[src/rtl/blur_frame_sequencer.sv]
// Frame sequencer for the 3x3 Gaussian blur stage.
// Walks the interior windows of an IMG_W x IMG_H image in row-major order. Each window is
// fetched from a 1-cycle-latency read memory, with column reuse when sliding along a row.
// Windows go to the blur datapath as single-cycle strobes. Results are written row-major
// into the (IMG_W-2) x (IMG_H-2) output memory.
module blur_frame_sequencer #(
  parameter int unsigned IMG_W  = 8,
  parameter int unsigned IMG_H  = 8,
  parameter int unsigned ADDR_W = 16
) (
  input  logic              clk,
  input  logic              rst,
  input  logic              start_i,
  output logic              busy_o,
  output logic              done_o,
  output logic              rd_en_o,
  output logic [ADDR_W-1:0] rd_addr_o,
  input  logic [7:0]        rd_data_i,
  output logic [71:0]       win_pixels_o,
  output logic              win_valid_o,
  input  logic              res_valid_i,
  input  logic [7:0]        res_pixel_i,
  output logic              wr_en_o,
  output logic [ADDR_W-1:0] wr_addr_o,
  output logic [7:0]        wr_data_o
);

  localparam logic [ADDR_W-1:0] ImgW   = ADDR_W'(IMG_W);
  localparam logic [ADDR_W-1:0] LastC  = ADDR_W'(IMG_W - 3);
  localparam logic [ADDR_W-1:0] LastR  = ADDR_W'(IMG_H - 3);
  localparam logic [ADDR_W-1:0] NumOut = ADDR_W'((IMG_W - 2) * (IMG_H - 2));

  typedef enum logic [2:0] {StIdle, StFetch, StWait, StIssue, StDrain} state_e;

  state_e            st_q;
  logic              busy_q;
  logic              done_q;
  logic              rd_en_q;
  logic [ADDR_W-1:0] rd_addr_q;
  logic              win_valid_q;
  // Window top-left position.
  logic [ADDR_W-1:0] r_q;
  logic [ADDR_W-1:0] c_q;
  // Row/column offset of the read currently on the bus, relative to (r_q, c_q).
  logic [1:0]        fr_q;
  logic [1:0]        fc_q;
  // High in the cycle rd_data_i carries the data of the previous cycle's read.
  logic              cap_q;
  // Window pixels in column-major order: index = col*3 + row.
  logic [7:0]        win_q [9];

  logic [ADDR_W-1:0] wcnt_q;
  logic              wr_en_q;
  logic [ADDR_W-1:0] wr_addr_q;
  logic [7:0]        wr_data_q;

  logic [1:0]        fr_d;
  logic [1:0]        fc_d;
  logic [ADDR_W-1:0] fetch_addr_d;

  function automatic logic [ADDR_W-1:0] addr_of(input logic [ADDR_W-1:0] row,
                                                input logic [ADDR_W-1:0] col);
    return row * ImgW + col;
  endfunction

  // Next read position inside the fetch: rows first, then the next column.
  always_comb begin
    fr_d = fr_q;
    fc_d = fc_q;
    if (fr_q == 2'd2) begin
      fr_d = 2'd0;
      fc_d = fc_q + 2'd1;
    end else begin
      fr_d = fr_q + 2'd1;
    end
    fetch_addr_d = addr_of(r_q + ADDR_W'(fr_d), c_q + ADDR_W'(fc_d));
  end

  // Frame FSM: window walk, read issue and window strobe, all outputs registered.
  always_ff @(posedge clk) begin
    if (rst) begin
      st_q        <= StIdle;
      busy_q      <= 1'b0;
      done_q      <= 1'b0;
      rd_en_q     <= 1'b0;
      rd_addr_q   <= '0;
      win_valid_q <= 1'b0;
      r_q         <= '0;
      c_q         <= '0;
      fr_q        <= 2'd0;
      fc_q        <= 2'd0;
    end else begin
      done_q      <= 1'b0;
      win_valid_q <= 1'b0;
      unique case (st_q)
        StIdle: begin
          r_q  <= '0;
          c_q  <= '0;
          fr_q <= 2'd0;
          fc_q <= 2'd0;
          if (start_i) begin
            st_q      <= StFetch;
            busy_q    <= 1'b1;
            rd_en_q   <= 1'b1;
            rd_addr_q <= '0;
          end
        end
        StFetch: begin
          if (fr_q == 2'd2 && fc_q == 2'd2) begin
            rd_en_q <= 1'b0;
            st_q    <= StWait;
          end else begin
            fr_q      <= fr_d;
            fc_q      <= fc_d;
            rd_addr_q <= fetch_addr_d;
          end
        end
        StWait: begin
          // The last read's data lands in the window register at this edge.
          st_q        <= StIssue;
          win_valid_q <= 1'b1;
        end
        StIssue: begin
          if (c_q < LastC) begin
            // Slide: only the new right-hand column is fetched.
            c_q       <= c_q + ADDR_W'(1);
            fr_q      <= 2'd0;
            fc_q      <= 2'd2;
            rd_addr_q <= addr_of(r_q, c_q + ADDR_W'(3));
            rd_en_q   <= 1'b1;
            st_q      <= StFetch;
          end else if (r_q < LastR) begin
            r_q       <= r_q + ADDR_W'(1);
            c_q       <= '0;
            fr_q      <= 2'd0;
            fc_q      <= 2'd0;
            rd_addr_q <= addr_of(r_q + ADDR_W'(1), '0);
            rd_en_q   <= 1'b1;
            st_q      <= StFetch;
          end else begin
            st_q <= StDrain;
          end
        end
        StDrain: begin
          if (wcnt_q == NumOut) begin
            done_q <= 1'b1;
            busy_q <= 1'b0;
            st_q   <= StIdle;
          end
        end
        default: st_q <= StIdle;
      endcase
    end
  end

  // Window shift register: each returned pixel shifts in, so three reads retire one column.
  always_ff @(posedge clk) begin
    if (rst) begin
      cap_q <= 1'b0;
      for (int i = 0; i < 9; i++) begin
        win_q[i] <= '0;
      end
    end else begin
      cap_q <= rd_en_q;
      if (cap_q) begin
        for (int i = 0; i < 8; i++) begin
          win_q[i] <= win_q[i+1];
        end
        win_q[8] <= rd_data_i;
      end
    end
  end

  // Result path: register each blur result as a write to the next output address.
  always_ff @(posedge clk) begin
    if (rst) begin
      wcnt_q    <= '0;
      wr_en_q   <= 1'b0;
      wr_addr_q <= '0;
      wr_data_q <= '0;
    end else if (!busy_q) begin
      wcnt_q  <= '0;
      wr_en_q <= 1'b0;
    end else begin
      wr_en_q <= res_valid_i;
      if (res_valid_i) begin
        wr_data_q <= res_pixel_i;
        wr_addr_q <= wcnt_q;
        wcnt_q    <= wcnt_q + ADDR_W'(1);
      end
    end
  end

  // Present the column-major window register as a row-major 72-bit bus.
  always_comb begin
    win_pixels_o = '0;
    for (int rr = 0; rr < 3; rr++) begin
      for (int cc = 0; cc < 3; cc++) begin
        win_pixels_o[71 - 8 * (rr * 3 + cc) -: 8] = win_q[cc * 3 + rr];
      end
    end
  end

  assign busy_o      = busy_q;
  assign done_o      = done_q;
  assign rd_en_o     = rd_en_q;
  assign rd_addr_o   = rd_addr_q;
  assign win_valid_o = win_valid_q;
  assign wr_en_o     = wr_en_q;
  assign wr_addr_o   = wr_addr_q;
  assign wr_data_o   = wr_data_q;

endmodule

[config.mk]
export PLATFORM = sky130hd
export DESIGN_NAME = blur_frame_sequencer
export DESIGN_NICKNAME = d
export VERILOG_FILES = /design/src/rtl/blur_frame_sequencer.sv
export SDC_FILE = /design/constraint.sdc
export NUM_CORES = 1
export LEC_CHECK = 0
export BUFFER_PORTS_ARGS = -buffer_cell sky130_fd_sc_hd__buf_4
export CAP_MARGIN = 20
export CORE_ASPECT_RATIO = 0.6
export CORE_UTILIZATION = 45
export DETAILED_ROUTE_END_ITERATION = 10
export GPL_ROUTABILITY_DRIVEN = 0
export PLACE_DENSITY = 0.68
export SLEW_MARGIN = 5
export SYNTH_ARGS = -nofsm -noshare
export SYNTH_HDL_FRONTEND = slang
export SYNTH_SLANG_ARGS = --single-unit
[constraint.sdc]
create_clock -name clk -period 4.1 [get_ports clk]
set_input_delay 0.82 -clock clk [delete_from_list [all_inputs] [get_ports clk]]
set_output_delay 0.82 -clock clk [all_outputs]
set_load 0.1 [all_outputs]
==> summary.md <==
| Metric | Value |
|---|---|
| Post-synth top area share | 26.2% |
| Gr ovfl total | 0 |
| Non-Filler Instances | 1,223 |
| Die height | 107 um |
| Htree depth | 4 |
| DRT Wirelength | 20,600 um |
| Leading register cell type out of synthesis | dfxtp_1 |
| Switching share of total power | 31.2% |
| Remaining antenna violation count | 0 |
| Worst IR Drop VDD | 0.000294 V |
| Met3 usage | 6.81% |
| TritonRoute pass-1 iters | 5 |
| Num rows | 37 |
| Die area | 18,900 um^2 |
| Num CTS Buffers | 17 |
| First-pass GRT wire length | 32,900 um |
| Sequential cell area | 4180 um^2 |
| Post-synth EDFFs | 72 |
| Slew HR | 42.0% |
| GRT Total Usage | 22.7% |
| Reg clk slew, reported paths | 0.07 ns |
| Met2 Use GR | 27.2% |
| Worst slew pin tran | 0.869 ns |
| Largest net degree at the start of global routing | 60 |
| Reg power frac | 45.5% |
| Nets | 1,033 |
| Hold_buf cts | 0 |
| Clock network fraction of design power | 40.4% |
| Final core utilization | 57.7% |
| Vias in the first global route | 5,839 |
| # Post-CTS Setup Buffers | 0 |
| Most common cell in the netlist | nand2_1 |
| Die width | 177 um |
| GRT busiest layer | met1 |
| RSZ-0062 raised after global routing | no |
| TritonCTS clock tree | done |
| Post-DP HPWL | 15,400 um |
| Max-cap violations | 0 |
| Startpoint types | flop |
| Post-Place Worst Slack | 0.470 ns |
| Initial antenna violation count | 0 |
| Area contributors post-synth | edfxtp_1 26%, dfxtp_1 24%, and2_1 6.4% |
| Avg Vias per Cell | 5.34 |
| R2R depth | 14 |
| Minimum clock period | 3.76 ns |
| Layout cells sized above 1 | 18.5% |
| Syn nets | 910 |
| Setup TNS Final | 0 ns |
| Setup violators final | 0 |
| Area Overhead vs Synth | 22.5% |
| Final Hold Fails | 0 |
| Sw power | 1290 uW |
| Post-synth top area cell | edfxtp_1 |
| Yosys cell types | 59 |
| Max clock buf depth | 2 |
| Detailed-route wire length per cell | 16.9 um |
| Crit share post-route | 91.6% |
| Commonest cells post-synth | 102 x nand2_1, 101 x dfxtp_1, 85 x and2_1, 75 x nor2_1, 72 x edfxtp_1 |
| Status | completed |
| Worst-path fanout max | 5 |
| Synthesis-stage register bit count | 173 |
| Filler cell count | 1,515 |
| Average size of a mapped cell | 9.69 um^2 |
| Placed insts | 1,191 |
| Comb pwr share | 14.1% |
| PD cells | 407 nW/um^2 |
| Reg-to-reg startpoint | fr_q[0]$_SDFFE_PP0P_ |
| Post-CTS resize count | 0 |
| Register area share after synthesis | 50.6% |
| Final WS setup | 0.344 ns |
| Critical path class | reg2reg |
| Async set-reset flop share out of synthesis | 0% |
| Tot Pwr | 4120 uW |
| Reg2reg end | rd_addr_o[14]$_SDFFE_PP0P_ |
| Antenna Cells | 0 |
| Routing usage on met1 | 37.3% |
| CP Capture Type | flop |
| Hold path cells | 2 |
| Reg2reg setup slack | 0.34 ns |
| Vias | 6,527 |
| IO Pins | 137 |
| Req. time, crit path | 4.40 ns |
| Number of remaining DRC errors | 0 |
| Int Power | 2830 uW |
| Area of the multi-input gates | 3840 um^2 |
| Final Max Slew Viols | 0 |
| Hold Path Class | reg2reg |
| Clock Tree Root | clkbuf_16 |
| Post-Synthesis Cell Area | 8270 um^2 |
| Max Clk Rate | 266 MHz |
| Num Clock Sinks | 173 |
| I/O Buffers | 136 |
| CORE AREA | 17,500 um^2 |
| Initial Utilization | 47.1% |
| P_leak | 0.00422 uW |
| Hold Startpoint | wr_addr_o[11]$_SDFFE_PP0P_ |
| Initial DRC count | 719 |
| Worst EP arrival | 4.05 ns |
| Synth Instances | 853 |
| Hold Path End | wr_addr_o[11]$_SDFFE_PP0P_ |
| Clk_lat worst skew | 0.43 ns |
| Ys Warns | 0 |
| Worst Clk Skew | 0.00725 ns |
[sequential cells by signal, indices dropped and copies added (netlist names), 2 cells and up]
name / cells
c_q: 16
fc_q: 2
fr_q: 2
r_q: 16
rd_addr_o: 16
st_q: 3
wcnt_q: 16
win_q: 72
wr_addr_o: 16
wr_data_o: 8
[cell families after synthesis]
family	count (synthesis)	share of synthesized area [%]
flip-flops	173	50.6
XOR/XNOR	58	6.15
AND/OR/NAND/NOR	362	21.9
AO/OA/AOI/OAI	154	11.9
multiplexers	5	0.606
buffers and inverters	64	3.01
adder cells (fa/ha/maj)	37	5.78
[worst max-delay path by stage]
stage | startpoint | endpoint | cells past startpoint
after global routing | fr_q[1]$_SDFFE_PP0P_ | rd_addr_o[14]$_SDFFE_PP0P_ | 14
after CTS | fr_q[0]$_SDFFE_PP0P_ | rd_addr_o[14]$_SDFFE_PP0P_ | 14
after detailed placement | fr_q[1]$_SDFFE_PP0P_ | rd_addr_o[14]$_SDFFE_PP0P_ | 14
after global placement | fr_q[0]$_SDFFE_PP0P_ | rd_addr_o[14]$_SDFFE_PP0P_ | 14
after floorplan | fr_q[0]$_SDFFE_PP0P_ | rd_addr_o[15]$_SDFFE_PP0P_ | 15
final | fr_q[0]$_SDFFE_PP0P_ | rd_addr_o[14]$_SDFFE_PP0P_ | 14
[cells in the final DEF, fill, tap and decap left out, types with 4 or more instances in the layout]
cell	netlist	routed
a22oi_1	8	8
clkinv_8	0	4
o21ai_0	21	21
clkbuf_16	0	17
nor4_1	8	8
a21o_1	8	8
nand3_1	12	12
o211ai_1	9	9
edfxtp_1	72	72
a211oi_1	12	12
a31oi_1	8	8
dfxtp_1	101	101
nor2b_1	7	6
and3_1	10	10
nor2_1	75	75
and4_1	5	5
nor3_1	24	24
xor2_1	31	31
ha_1	35	35
mux2i_1	5	5
or3_1	4	4
nor3b_1	4	4
xnor2_1	27	27
nand2b_1	7	7
a41oi_1	6	6
inv_1	23	23
nand2_1	102	102
nand4_1	8	8
and2_1	85	85
buf_4	0	144
a21oi_1	56	56
[layer usage]
| layer | wire [um] | part of all wire (%) | vias to the layer above |
|---|---|---|---|
| li1 | - | - | 3243 |
| met1 | 10700 | 52 | 2972 |
| met2 | 7470 | 36 | 292 |
| met3 | 2220 | 11 | 20 |
| met4 | 190 | 0.92 | 0 |
| met5 | 0 | 0 | - |
[final cells by class]
type                       instances  share of cell area (%)
multi-input combinational        616                    37.9
clock inverter                    15                    1.93
sequential                       173                    41.3
inverter                          23                   0.853
tap                              234                    2.89
clock buffer                      17                    4.20
timing repair buffer             145                    10.9
[worst max-delay path, stage by stage (launching register included)]
cell and delay (ns):
dfxtp_1 0.39, nor2_1 0.08, ha_1 0.21, fa_1 0.40, nand3_1 0.26, xnor2_1 0.16
ha_1 0.31, a21o_1 0.20, a21oi_1 0.14, nor2b_1 0.06, a311oi_1 0.71, o21ai_0 0.16
a31oi_1 0.22, xor2_1 0.19, o221ai_1 0.14
[power by group through the flow]
stage	Combinational (uW)	Sequential (uW)	Clock, uW
floorplan	85.4	2280	0
global placement	580	1910	0
detailed placement	581	1920	0
CTS	581	1880	1690
global route	598	1880	1770
finish	580	1880	1660
[stage by stage]
| stage | cell area, um^2 | hold slack [ns] |
|---|---|---|
| final | 10100 | 0.457 |
| after global routing | 10100 | 0.479 |
| after CTS | 10100 | 0.459 |
| after detailed placement | 9500 | 0.448 |
| after global placement | 9500 | 0.445 |
| after floorplan | 8270 | 0.456 |
Power figures use the tool's default switching activity.
